===== config.mk =====
export PLATFORM = sky130hd
export DESIGN_NAME = fifo
export DESIGN_NICKNAME = d
export VERILOG_FILES = /design/src/rtl/fifo.sv
export SDC_FILE = /design/constraint.sdc
export NUM_CORES = 1
export LEC_CHECK = 0
export ABC_CLOCK_PERIOD_IN_PS = 4700
export BUFFER_PORTS_ARGS = -buffer_cell sky130_fd_sc_hd__buf_2
export CAP_MARGIN = 20
export CORE_MARGIN = 2
export CORE_UTILIZATION = 61
export CTS_CLUSTER_SIZE = 20
export DETAILED_ROUTE_END_ITERATION = 12
export GPL_ROUTABILITY_DRIVEN = 0
export PLACE_DENSITY_LB_ADDON = 0.05
export SLEW_MARGIN = 25
export SYNTH_ARGS = -nofsm -noshare
export SYNTH_HDL_FRONTEND = slang
export SYNTH_SLANG_ARGS = --single-unit

===== constraint.sdc =====
create_clock -name clk -period 4.7 [get_ports clk]
set_input_delay 0.47 -clock clk [delete_from_list [all_inputs] [get_ports clk]]
set_output_delay 0.47 -clock clk [all_outputs]
set_load 0.1 [all_outputs]

===== src/rtl/fifo.sv =====
// Single-clock first-word-fall-through FIFO with occupancy-derived flow-control flags.
// The head entry is visible on dout whenever the queue holds data, so a consumer reads with zero latency.
module fifo #(
  parameter int DBITS = 32,
  parameter int SIZE  = 4
) (
  input  logic             clk,
  input  logic             reset,
  input  logic             wr,
  input  logic             rd,
  input  logic [DBITS-1:0] din,
  output logic [DBITS-1:0] dout,
  output logic             empty,
  output logic             full,
  output logic             almost_full,
  output logic             half_full,
  output logic             almost_empty
);

  localparam int DEPTH = 1 << SIZE;
  localparam int CW    = SIZE + 1;

  localparam logic [CW-1:0]   CNT_FULL  = CW'(DEPTH);
  localparam logic [CW-1:0]   CNT_AFULL = CW'(DEPTH - 1);
  localparam logic [CW-1:0]   CNT_HALF  = CW'(DEPTH / 2);
  localparam logic [CW-1:0]   CNT_ONE   = CW'(1);
  localparam logic [SIZE-1:0] PTR_ONE   = SIZE'(1);

  logic [DBITS-1:0] mem_q [DEPTH];
  logic [SIZE-1:0]  wptr_q, wptr_d;
  logic [SIZE-1:0]  rptr_q, rptr_d;
  logic [CW-1:0]    cnt_q, cnt_d;
  logic             wr_acc_s;
  logic             rd_acc_s;

  // A write into a full queue is still accepted when the same edge frees a slot.
  always_comb begin
    wr_acc_s = wr && (!full || rd);
    rd_acc_s = rd && !empty;
    wptr_d   = wptr_q;
    rptr_d   = rptr_q;
    cnt_d    = cnt_q;
    if (wr_acc_s) begin
      wptr_d = wptr_q + PTR_ONE;
    end else begin
      wptr_d = wptr_q;
    end
    if (rd_acc_s) begin
      rptr_d = rptr_q + PTR_ONE;
    end else begin
      rptr_d = rptr_q;
    end
    case ({wr_acc_s, rd_acc_s})
      2'b10:   cnt_d = cnt_q + CNT_ONE;
      2'b01:   cnt_d = cnt_q - CNT_ONE;
      default: cnt_d = cnt_q;
    endcase
  end

  // Pointer and occupancy state; clearing these is enough to hide any stale storage.
  always_ff @(posedge clk or negedge reset) begin
    if (!reset) begin
      wptr_q <= {SIZE{1'b0}};
      rptr_q <= {SIZE{1'b0}};
      cnt_q  <= {CW{1'b0}};
    end else begin
      wptr_q <= wptr_d;
      rptr_q <= rptr_d;
      cnt_q  <= cnt_d;
    end
  end

  // Storage array, deliberately without reset so it can map onto RAM.
  always_ff @(posedge clk) begin
    if (wr_acc_s) begin
      mem_q[wptr_q] <= din;
    end
  end

  assign empty        = (cnt_q == {CW{1'b0}});
  assign full         = (cnt_q == CNT_FULL);
  assign almost_full  = (cnt_q >= CNT_AFULL);
  assign half_full    = (cnt_q >= CNT_HALF);
  assign almost_empty = (cnt_q <= CNT_ONE);

  assign dout = empty ? {DBITS{1'b0}} : mem_q[rptr_q];

endmodule


[After elaboration in Yosys (flattened, before gate mapping)]
Memory sizes are Yosys's and may differ from the RTL's.
Cells that the tools add are included.
Storage, ports and cells
  memories: 1
  word-level logic and storage cells: 25
  output and inout port bits: 37
  bits in registers: 13
  memory bits (read-only): 0
  memory bits (writable): 512
  latch bits: 0
Memories
  mem_q: words 16, width 32, rd ports 1, clocked after Yosys merged registers in 0, write ports 1, line 29  | logic [DBITS-1:0] mem_q [DEPTH];
Operators by class
  multiply operators: 0
  add/sub/neg operators: 4
  div/mod/pow operators: 0
  $lt $le $gt $ge: 3
  shift operators: 0
  bitwise gates (word level): 0
  equal/unequal tests: 3
  muxes and demuxes: 4
  reduce and logical (&&, ||, !) cells: 7
Operator list (count)
  2-to-1 mux 32 bit: 1
  >= comparator 5 x 4 -> 1 bit, second input constant: 2
  one-hot mux 5 bit (2 select lines): 1
  adder 4 x 1 -> 4 bit, second input constant: 2
  adder 5 x 1 -> 5 bit, second input constant: 1
  equality test 5 bit, second input constant: 1
  <= comparator 5 x 1 -> 1 bit, second input constant: 1
  logical NOT 5 bit: 1
  subtractor 5 x 1 -> 5 bit, second input constant: 1
  equality test 2 x 1 -> 1 bit, second input constant: 1
  equality test 2 bit, second input constant: 1
  logical AND 1 bit: 2
  logical NOT 1 bit: 2
  2-to-1 mux 1 bit: 2
  nonzero test 2 bit: 1
  logical OR 1 bit: 1

[Depth between registers and ports, before layout]
  word-level depth: 6
  depth in mapped cells: 11

[Worst setup path before layout]
Ideal clock, no wire load.
  path kind: reg2out
  start point: reg cnt_q[1]
  end point: out almost_empty
  stages on the path, launching flop included: 5
  slack: 0.716 ns
  data arrival time: 3.514 ns
  cell sequence: dfrtp_1 > inv_1 > ha_1 > a21oi_1 > nor4_1
Between the ends
  longest elaborated chain between the ends: 1
Ends and longest elaborated chain
  start: declaration: line 32  | logic [CW-1:0] cnt_q, cnt_d;
  start signal: assignment: line 65  | cnt_q <= {CW{1'b0}};
  start signal: assignment: line 69  | cnt_q <= cnt_d;
  <= comparator 5 x 1 -> 1 bit: line 84  | assign almost_empty = (cnt_q <= CNT_ONE);
  end: declaration: line 17  | output logic almost_empty
No other way between the ends.

[Final worst setup path]
  start point: reg cnt_q[0]
  end point: out dout[4]
Between the ends
  longest elaborated chain between the ends: 2
Ends and longest elaborated chain
  logical NOT 5 bit: line 80  | assign empty = (cnt_q == {CW{1'b0}});
  2-to-1 mux 32 bit: line 86  | assign dout = empty ? {DBITS{1'b0}} : mem_q[rptr_q];
  end: declaration: line 12  | output logic [DBITS-1:0] dout,
No other way between the ends.

==> flow_results.xml <==
<?xml version="1.0" encoding="UTF-8"?>
<metrics>
  <group name="global_route">
    <metric name="pin_count_of_the_biggest_net_entering_global_routing" unit="">50</metric>
    <metric name="grt_first_pass_wirelength" unit="microns">61800</metric>
    <metric name="grt_util_all_layers" unit="">0.240</metric>
    <metric name="global_route.overflow_total" unit="">0</metric>
    <metric name="number_of_global_route_vias_before_repair" unit="">10100</metric>
    <metric name="antenna_violations_before_repair" unit="">1</metric>
  </group>
  <group name="clock_tree">
    <metric name="clk-insertion-delay-late" unit="ps">570</metric>
    <metric name="h-tree-depth" unit="">2</metric>
    <metric name="tritoncts.num_buffers" unit="">51</metric>
    <metric name="tritoncts_clock_tree" unit="">yes</metric>
    <metric name="cts_setup_buffers" unit="">0</metric>
    <metric name="ctsRootBufferMaster" unit="">sky130_fd_sc_hd__clkbuf_16</metric>
    <metric name="clock_path_buffers" unit="">3</metric>
    <metric name="clkTransAtPathRegs" unit="ps">60</metric>
    <metric name="clock_sink_count" unit="">525</metric>
  </group>
  <group name="hold_path">
    <metric name="min-delay-path-class" unit="">in -&gt; reg</metric>
    <metric name="hold_path_stages" unit="">3</metric>
    <metric name="hold_path.startpoint" unit="">rd</metric>
    <metric name="holdPathEnd" unit="">rptr_q[3]</metric>
  </group>
  <group name="logic_synthesis">
    <metric name="synth.ff_latch_count" unit="">525</metric>
    <metric name="synth_top_flop_cell" unit="">sky130_fd_sc_hd__edfxtp_1</metric>
    <metric name="synth_edf_count" unit="">512</metric>
    <metric name="post_synth.cell_area_avg" unit="sq um">22.1</metric>
    <metric name="ys_seq_area_frac" unit="">0.770</metric>
    <metric name="synthDominantCellAreaShare" unit="">0.754</metric>
    <metric name="synth_cell_types" unit="">35</metric>
    <metric name="ys_async_sr_fraction" unit="">0.0248</metric>
    <metric name="netlist_top_cells_area" unit="">sky130_fd_sc_hd__edfxtp_1 75%, sky130_fd_sc_hd__mux4_2 14%, sky130_fd_sc_hd__mux2i_1 1.7%</metric>
    <metric name="synth.net_count" unit="">968</metric>
    <metric name="synthMostInstantiatedCell" unit="">sky130_fd_sc_hd__edfxtp_1</metric>
    <metric name="yosys_top_cell_by_area" unit="">sky130_fd_sc_hd__edfxtp_1</metric>
    <metric name="synth.cell_area" unit="sq um">20400</metric>
    <metric name="yosys_warnings" unit="">0</metric>
    <metric name="syn-instance-count" unit="">921</metric>
    <metric name="post_synth_most_frequent_cells" unit="">512 x sky130_fd_sc_hd__edfxtp_1, 128 x sky130_fd_sc_hd__mux4_2, 41 x sky130_fd_sc_hd__inv_1</metric>
  </group>
  <group name="worst_setup_path">
    <metric name="worst_r2r_endpoint" unit="">mem_q[11][31]</metric>
    <metric name="worstReg2RegStart" unit="">cnt_q[0]</metric>
    <metric name="criticalPathCategory" unit="">reg -&gt; out</metric>
    <metric name="critical_path_peak_fanout" unit="">38</metric>
    <metric name="timing.critical_path.from_type" unit="">flip-flop</metric>
    <metric name="worstPathRequired" unit="ps">4230</metric>
    <metric name="worst_ep_arrival_time" unit="ps">3690</metric>
    <metric name="worst-r2r-setup-slack" unit="ps">1610</metric>
    <metric name="r2r.worst_path.cells" unit="">6</metric>
    <metric name="setup.worst_path.end_class" unit="">output pin</metric>
  </group>
  <group name="floorplanning">
    <metric name="core_area" unit="sq um">32700</metric>
    <metric name="die_h" unit="microns">187</metric>
    <metric name="initial_core_util" unit="">0.623</metric>
    <metric name="io_pins" unit="">73</metric>
    <metric name="die_width" unit="microns">187</metric>
    <metric name="die_area" unit="sq um">34900</metric>
    <metric name="fp-row-count" unit="">66</metric>
  </group>
  <group name="detailed_routing">
    <metric name="count_of_vias_placed_by_the_detailed_router" unit="">9480</metric>
    <metric name="avgRoutedWirePerCell" unit="microns">27.1</metric>
    <metric name="drtPass1Iterations" unit="">5</metric>
    <metric name="route.final.wire_length" unit="microns">40700</metric>
    <metric name="routed_via_density" unit="">6.32</metric>
    <metric name="drc" unit="">0</metric>
    <metric name="drt_first_iter_violations" unit="">1093</metric>
    <metric name="detail-route-antenna-nets" unit="">0</metric>
  </group>
  <group name="flow_run">
    <metric name="drv_cap" unit="">0</metric>
  </group>
  <group name="timing">
    <metric name="total_neg_setup_slack" unit="ps">0</metric>
    <metric name="achievable-frequency" unit="GHz">0.241</metric>
    <metric name="finalCriticalPeriod" unit="ps">4160</metric>
    <metric name="final_min_period_over_clock_period" unit="">0.884</metric>
    <metric name="timing.final.hold_violations" unit="">0</metric>
    <metric name="final-setup-viol-count" unit="">0</metric>
    <metric name="drv_slew" unit="">0</metric>
    <metric name="slew_headroom" unit="">0.291</metric>
    <metric name="grt_setup_unrepaired" unit="">no</metric>
    <metric name="final_layout_worst_hold_slack" unit="ps">270</metric>
    <metric name="fin_skew" unit="ps">17.3</metric>
    <metric name="tightestPinTransition" unit="ps">1060</metric>
  </group>
  <group name="place">
    <metric name="detailed_place.area" unit="sq um">21400</metric>
    <metric name="buffer_ports.inserted" unit="">72</metric>
    <metric name="dp_wirelength" unit="microns">22600</metric>
  </group>
  <group name="pwr">
    <metric name="leakage" unit="nW">7.53</metric>
    <metric name="power_per_cell_area" unit="nW/um^2">691</metric>
    <metric name="total_power" unit="W">0.0158</metric>
    <metric name="max_ir_drop_vdd" unit="mV">0.905</metric>
  </group>
  <group name="final_layout">
    <metric name="post_route_cells_drive_above_1_share" unit="">0.299</metric>
    <metric name="finish.instance_area" unit="sq um">22900</metric>
    <metric name="nets" unit="">1068</metric>
    <metric name="areaGrowthSynthToFinish" unit="%">12.5</metric>
    <metric name="n_fill_cell" unit="">2004</metric>
  </group>
  <group name="status">
    <metric name="run_status" unit="">finished clean</metric>
  </group>
</metrics>
## critical path, stage by stage (launching register included)
cell and delay (ps):
sky130_fd_sc_hd__dfrtp_1 480, sky130_fd_sc_hd__inv_1 130, sky130_fd_sc_hd__ha_1 220, sky130_fd_sc_hd__or4b_4 550, sky130_fd_sc_hd__nand2b_2 720, sky130_fd_sc_hd__o221ai_1 470
sky130_fd_sc_hd__buf_2 510
## layout make-up
cell class              instances  area [sq um]  area share
flip-flops and latches        525         15700       0.685
multi-input cells             302          4340       0.189
clock buffers                  67          1360      0.0592
repair buffers                100           691      0.0301
well taps                     442           553      0.0241
inverters                      41           154     0.00671
clock inverters                21           120     0.00524
diodes                          1          2.50    0.000109
## where the power goes
group	switching (W)	leakage, nW	internal [W]
logic	0.00434	2.03	0.00184
registers	0.000362	4.78	0.00566
clock network	0.00162	0.721	0.00203
## routing by layer
metal | global-route usage | wire length [microns]
met4 | 0.0668 | 922
met5 | 0 | 0
met3 | 0.0361 | 2370
met1 | 0.330 | 16300
met2 | 0.410 | 21100
## kinds of logic after synthesis
family          synth area share
compound gates            0.0169
xor+xnor                 0.00430
fa+ha+maj                0.00675
buf+inv                   0.0228
flops                      0.770
mux                        0.159
simple gates              0.0196
## flip-flops by register name, summed over array words and instances, names as in the netlist
register / cells
mem_q: 512
rptr_q: 4
wptr_q: 4
cnt_q: 5
## placed cells by master, fill, tap and decap left out, types with 2 or more instances in the layout
cell / instances
sky130_fd_sc_hd__edfxtp_1: 512
sky130_fd_sc_hd__mux4_2: 128
sky130_fd_sc_hd__buf_2: 72
sky130_fd_sc_hd__clkbuf_16: 52
sky130_fd_sc_hd__inv_1: 41
sky130_fd_sc_hd__mux2i_1: 34
sky130_fd_sc_hd__nand3_1: 34
sky130_fd_sc_hd__o221ai_1: 32
sky130_fd_sc_hd__buf_4: 20
sky130_fd_sc_hd__clkbuf_1: 15
sky130_fd_sc_hd__nor2_4: 12
sky130_fd_sc_hd__ha_1: 11
sky130_fd_sc_hd__clkinv_1: 11
sky130_fd_sc_hd__dfrtp_1: 10
sky130_fd_sc_hd__xnor2_1: 8
sky130_fd_sc_hd__clkinv_2: 5
sky130_fd_sc_hd__o21ai_0: 4
sky130_fd_sc_hd__o211ai_1: 4
sky130_fd_sc_hd__nand2_1: 4
sky130_fd_sc_hd__nor3_2: 4
sky130_fd_sc_hd__buf_16: 4
sky130_fd_sc_hd__nor2_1: 3
sky130_fd_sc_hd__a21oi_1: 3
sky130_fd_sc_hd__buf_12: 3
sky130_fd_sc_hd__nand2b_1: 2
sky130_fd_sc_hd__and3_1: 2
sky130_fd_sc_hd__xor2_1: 2
sky130_fd_sc_hd__mux2_2: 2
sky130_fd_sc_hd__clkinv_4: 2
sky130_fd_sc_hd__dfrtp_4: 2
## metrics by stage
stage,setup WS (ps),utilization,instances
after floorplan,716,-,921
after global placement,1420,0.652,1405
after detailed placement,1190,0.655,1409
after CTS,599,0.701,1498
after global routing,358,0.701,1499
final,544,0.701,1499
## how the worst max path moves through the flow
| stage | endpoint | cells past startpoint | startpoint |
|---|---|---|---|
| after CTS | dout[4] | 6 | cnt_q[0] |
| after floorplan | almost_empty | 4 | cnt_q[1] |
| final | dout[4] | 6 | cnt_q[0] |
| after global placement | dout[30] | 6 | cnt_q[0] |
| after detailed placement | dout[4] | 6 | cnt_q[0] |
| after global routing | dout[31] | 6 | cnt_q[0] |
## what timing repair did
action                                 4_1_cts  5_1_grt
setup endpoints to repair                    0        0
hold buffers                                 1        0
resized for setup                            0        0
endpoints found under the hold margin       13        0
Power figures use the tool's default switching activity.
